## src/rtl/bubble_hit_manager.sv

```systemverilog
// bubble_hit_manager
// Turns per-frame swimmer/bubble contacts into pop requests for the bubble
// movers (level request, held until the mover acks), and keeps the score,
// the oxygen level and the sticky game-over flag for the HUD.
module bubble_hit_manager #(
    parameter int NUM_B       = 7,
    parameter int POINTS      = 5,
    parameter int O2_MAX      = 100,
    parameter int O2_GAIN     = 10,
    parameter int O2_PERIOD   = 30,
    parameter int COOL_FRAMES = 8
) (
    input  logic             clock,
    input  logic             reset,
    input  logic             frame_tick,
    input  logic [NUM_B-1:0] collisionBS,
    input  logic [NUM_B-1:0] respawn_ack,
    output logic [NUM_B-1:0] pop_req,
    output logic [9:0]       score,
    output logic [6:0]       oxygen,
    output logic             hit_pulse,
    output logic             game_over
);

    localparam int COOL_W = $clog2(COOL_FRAMES + 1);
    localparam int FC_W   = $clog2(O2_PERIOD);
    localparam int HIT_W  = $clog2(NUM_B + 1);
    localparam logic signed [9:0] O2_MAX_S = 10'(O2_MAX);

    typedef enum logic [1:0] {
        ACTIVE,
        POPPED,
        COOLDOWN
    } bubbleState_t;

    bubbleState_t      state     [NUM_B];
    bubbleState_t      stateNext [NUM_B];
    logic [COOL_W-1:0] coolCnt     [NUM_B];
    logic [COOL_W-1:0] coolCntNext [NUM_B];

    logic [NUM_B-1:0]  newHit;
    logic [NUM_B-1:0]  popReqNext;
    logic [HIT_W-1:0]  hitCount;
    logic [FC_W-1:0]   frameCnt;
    logic [FC_W-1:0]   frameCntNext;
    logic              dec;
    logic              tickLive;
    logic [12:0]       scoreSum;
    logic [9:0]        scoreNext;
    logic signed [9:0] oxySum;
    logic [6:0]        oxygenNext;
    logic              gameOverNext;

    // Next-state for every bubble FSM plus the score/oxygen datapath.
    always_comb begin
        // NOTE: every signal written here gets a default first, so no path
        // through the block can leave one unassigned and infer a latch.
        newHit       = '0;
        popReqNext   = '0;
        hitCount     = '0;
        frameCntNext = frameCnt;
        scoreSum     = '0;
        scoreNext    = score;
        oxySum       = '0;
        oxygenNext   = oxygen;
        gameOverNext = game_over;
        tickLive     = frame_tick && !game_over;
        dec          = (frameCnt == FC_W'(O2_PERIOD - 1));

        for (int i = 0; i < NUM_B; i++) begin
            stateNext[i]   = state[i];
            coolCntNext[i] = coolCnt[i];
            case (state[i])
                ACTIVE: begin
                    if (tickLive && collisionBS[i]) begin
                        stateNext[i] = POPPED;
                        newHit[i]    = 1'b1;
                    end
                end
                POPPED: begin
                    if (respawn_ack[i]) begin
                        stateNext[i]   = COOLDOWN;
                        coolCntNext[i] = COOL_W'(COOL_FRAMES);
                    end
                end
                COOLDOWN: begin
                    // A collision on the tick that ends the cooldown is not
                    // seen: the bubble is still in COOLDOWN on that cycle.
                    if (frame_tick) begin
                        if (coolCnt[i] <= COOL_W'(1)) begin
                            coolCntNext[i] = '0;
                            stateNext[i]   = ACTIVE;
                        end else begin
                            coolCntNext[i] = coolCnt[i] - COOL_W'(1);
                        end
                    end
                end
                default: stateNext[i] = ACTIVE;
            endcase
            popReqNext[i] = (stateNext[i] == POPPED);
            hitCount      = hitCount + HIT_W'(newHit[i]);
        end

        if (tickLive) begin
            frameCntNext = dec ? '0 : frameCnt + FC_W'(1);

            scoreSum  = 13'(score) + 13'(hitCount) * 13'(POINTS);
            scoreNext = (scoreSum > 13'd1023) ? 10'd1023 : scoreSum[9:0];

            // Signed so that a decrement from zero cannot wrap before clamping.
            oxySum = $signed(10'(oxygen)) + $signed(10'(hitCount) * 10'(O2_GAIN))
                   - $signed(10'(dec));
            if (oxySum < 10'sd0) begin
                oxygenNext = '0;
            end else if (oxySum > O2_MAX_S) begin
                oxygenNext = 7'(O2_MAX);
            end else begin
                oxygenNext = oxySum[6:0];
            end
            gameOverNext = (oxygenNext == 7'd0);
        end
    end

    // All state and every output is registered here; reset may arrive at any time.
    always_ff @(posedge clock or posedge reset) begin
        if (reset) begin
            // NOTE: the per-bubble arrays are a handful of flops, not a RAM,
            // so resetting them in a loop is intended and cheap.
            for (int i = 0; i < NUM_B; i++) begin
                state[i]   <= ACTIVE;
                coolCnt[i] <= '0;
            end
            pop_req   <= '0;
            score     <= '0;
            oxygen    <= 7'(O2_MAX);
            hit_pulse <= 1'b0;
            game_over <= 1'b0;
            frameCnt  <= '0;
        end else begin
            // NOTE: non-blocking assignments so every register samples the
            // values from before this edge, independent of statement order.
            for (int i = 0; i < NUM_B; i++) begin
                state[i]   <= stateNext[i];
                coolCnt[i] <= coolCntNext[i];
            end
            pop_req   <= popReqNext;
            score     <= scoreNext;
            oxygen    <= oxygenNext;
            hit_pulse <= (hitCount != '0);
            game_over <= gameOverNext;
            frameCnt  <= frameCntNext;
        end
    end

endmodule

```

## config.mk

```make
export PLATFORM = sky130hd
export DESIGN_NAME = bubble_hit_manager
export DESIGN_NICKNAME = d
export VERILOG_FILES = /design/src/rtl/bubble_hit_manager.sv
export SDC_FILE = /design/constraint.sdc
export NUM_CORES = 1
export LEC_CHECK = 0
export ABC_AREA = 1
export CORE_UTILIZATION = 52
export CTS_BUF_LIST = sky130_fd_sc_hd__clkbuf_16
export CTS_CLUSTER_DIAMETER = 40
export DETAILED_ROUTE_END_ITERATION = 10
export GPL_ROUTABILITY_DRIVEN = 0
export PLACE_DENSITY = 0.86
export SYNTH_ARGS = -nofsm -noshare
export SYNTH_HDL_FRONTEND = slang
export SYNTH_SLANG_ARGS = --single-unit
```

## constraint.sdc

```tcl
create_clock -name clock -period 4.75 [get_ports clock]
set_input_delay 0.475 -clock clock [delete_from_list [all_inputs] [get_ports clock]]
set_output_delay 0.475 -clock clock [all_outputs]
set_load 0.005 [all_outputs]
```

==> impl_metrics.toml <==
[clock_network]
ctsHoldBuffers = 0
path_clk_slew_ps = 60
clock-root-buffer = "clkbuf_16"
numClockSinks = 73
cts_buffers = 9
htreeDepth = 3
cts_tree = "built"
clkLatencyLatePin_ps = 340
cts_buffer_depth = 2

[timing]
hold_violations = 0
fmaxAchievable_ghz = 0.200
whs_ps = 490
rsz0062_at_grt = "true"
slew_viol_final = 0
skew_ps = 6.94
timing.final.crit_share_pct = 105
fin_ws_ps = -256
finalSetupViolations = 17
slew_headroom_pct = 35.3
fin_crit_ps = 5010
tns_ps = -1660
tightest_slew_ps = 970

[setup_path]
timing.rr.start = "game_over"
worstSetupPathType = "flip-flop to flip-flop"
crit_path_max_fanout = 8
worstPathRequired_ps = 5030
start_kind = "flip-flop"
crit_path_start = "game_over"
arrival_ps = 5280
critPathCaptureType = "flip-flop"

[synth]
yosysUniqueCellTypes = 32
yosys_most_used_dff = "dfrtp_1"
yosysTopAreaCell = "dfrtp_1"
yosysMostFrequentCell = "nand2_1"
synth_top_area_share_pct = 38.7
synth-edff-count = 0
syn_area_per_cell_um2 = 8.02
yosys-top-cells-area = "dfrtp_1 39%, ha_1 11%, nand2_1 9.1%, inv_1 8.4%, nand3_1 4.8%"
yosys_warnings = 0
synth_area_mm2 = 0.00452
synth_common_cells = "110 x nand2_1, 101 x inv_1, 70 x dfrtp_1"
seq_area_frac_synth_pct = 40.5
syn-num-nets = 629
syn_inst = 564
ys_ff_latch = 73
async_reset_ff_share_pct = 100

[cells_and_area]
drive_gt1_share_pct = 21.8
nets = 725
final_util_pct = 73.4
fillers = 475
multiInputGateArea_mm2 = 0.00259
area_growth_pct = 34.7
regArea_mm2 = 0.00183
n_antenna_cell = 0

[flow_run]
cap_violations = 0

[detailed_routing]
ant_nets = 0
drt_wl_total_um = 14300
wl_per_cell_um = 18.6
met3_length_um = 1180
met2_wirelength_um = 6920
drc = 0
num_vias = 4683
drt_iter0_drc = 475
routed_via_density = 6.08
highest_layer = "met4"
wl_met1_um = 5160
first_pass_iters = 6

[placed_design]
dpl.hpwl_um = 7610
port_buffers = 42

[floorplanning]
fp.coreArea_mm2 = 0.00830
initial_utilization_pct = 54.5
die_height_um = 95.3
dieArea_mm2 = 0.00907
rows = 33
ioPinCount = 43
fp.dieW_um = 95.3

[power]
power_density_mw_per_mm2 = 502
p_leak_nw = 3.07
peakVddDrop_uv = 248
power_mw = 3.06

[status]
status = "finished, violations left"
violations = "setup timing"

[global_route]
grt_usage_pct = 30.6
grt_pass1_vias = 4455
grt_pass1_wl_um = 20700
grt_max_degree = 47
overflow = 0
antenna_found_initial = 0

[worst_hold_path]
hold_path_class = "flip-flop to flip-flop"
worstHoldStart = "oxygen[6]"
layout by cell type (no fill, tap or decap), types with 4 or more instances in the layout:
cell type / netlist / final
fa_2: 0 / 4
nand3b_1: 5 / 5
o22ai_1: 23 / 23
nor2_1: 42 / 35
or2_2: 9 / 8
clkdlybuf4s50_1: 0 / 41
buf_6: 0 / 4
o21ai_0: 25 / 20
clkbuf_16: 0 / 9
ha_4: 0 / 8
o211ai_1: 7 / 7
inv_2: 4 / 11
nand4_1: 5 / 5
nand2_1: 110 / 94
dfrtp_1: 70 / 69
nand3_1: 43 / 40
inv_1: 101 / 94
a21oi_1: 36 / 32
ha_1: 41 / 32
nand2_4: 2 / 9
nor3_1: 7 / 4
nor2_4: 1 / 7
buf_4: 0 / 43
nand2_2: 3 / 12
worst paths after layout:
kind	end	slack (ps)	cells after the start
max in group asynchronous	coolCnt[6]	3140	3
min reg2reg	oxygen[6]	490	2
max reg2reg	game_over	-260	26
min in group asynchronous	coolCnt[25]	680	2
max	game_over	-260	26
min	oxygen[6]	490	2
repair_timing:
item	in CTS	in global routing
pin swaps	29	30
hold endpoints to repair	0	0
setup buffers	12	4
setup endpoints to repair	18	18
resized for setup	27	41
metrics by stage:
step / cell area (um^2) / cells / setup WS (ps)
after CTS: 5930 / 766 / -64.8
final: 6090 / 770 / -256
after global placement: 5390 / 738 / -598
after detailed placement: 5390 / 738 / -769
after global routing: 6090 / 770 / -438
after floorplan: 4630 / 564 / -48.1
flip-flops by register name (all words and copies together) (netlist names):
signal and cells:
coolCnt 28, game_over 1, frameCnt 5, hit_pulse 1
oxygen 7, pop_req 7, state 14, score 10
logic make-up (layout without fill, tap and decap cells):
group           count (synthesis)  count (layout)  share of synthesized area, %
compound gates                100             100                          12.6
xor+xnor                        4               4                         0.775
fa+ha+maj                      48              48                          14.4
buf+inv                       109             210                          9.05
flops                          73              73                          40.5
simple gates                  230             230                          22.6
final cells by class:
type / count / area share, %
flip-flops and latches: 73 / 30.1
clock buffers: 9 / 3.70
inverters: 105 / 6.67
multi-input cells: 382 / 42.6
well taps: 105 / 2.16
repair buffers: 89 / 12.9
clock inverters: 7 / 1.95
power breakdown:
group          internal (mW)  switching, mW  total, mW
registers              0.782          0.124      0.906
logic                  0.547          0.803       1.35
clock network          0.514          0.288      0.802
critical path, stage by stage, from the launching register on:
cell,delay [ps]
dfrtp_2,460
nor2_4,240
nand2_4,100
nor2_4,140
fa_1,480
fa_1,520
fa_2,200
inv_2,50
fa_2,590
inv_2,70
ha_4,270
inv_1,50
ha_1,270
inv_1,60
ha_4,300
nand3_1,130
nand2_1,140
nand3_1,110
nand2_1,80
nand2_1,80
nand2_4,120
nand2_1,90
nand2_1,120
nand2_1,70
nor2_1,80
nand2_1,50
nand2_1,50
per-layer routing:
| metal | GRT usage, % | up-vias |
|---|---|---|
| li1 | - | 2035 |
| met1 | 34.7 | 2202 |
| met2 | 50.9 | 327 |
| met3 | 6.70 | 119 |
| met4 | 21.6 | 0 |
| met5 | 0 | - |
Power figures use the tool's default switching activity.
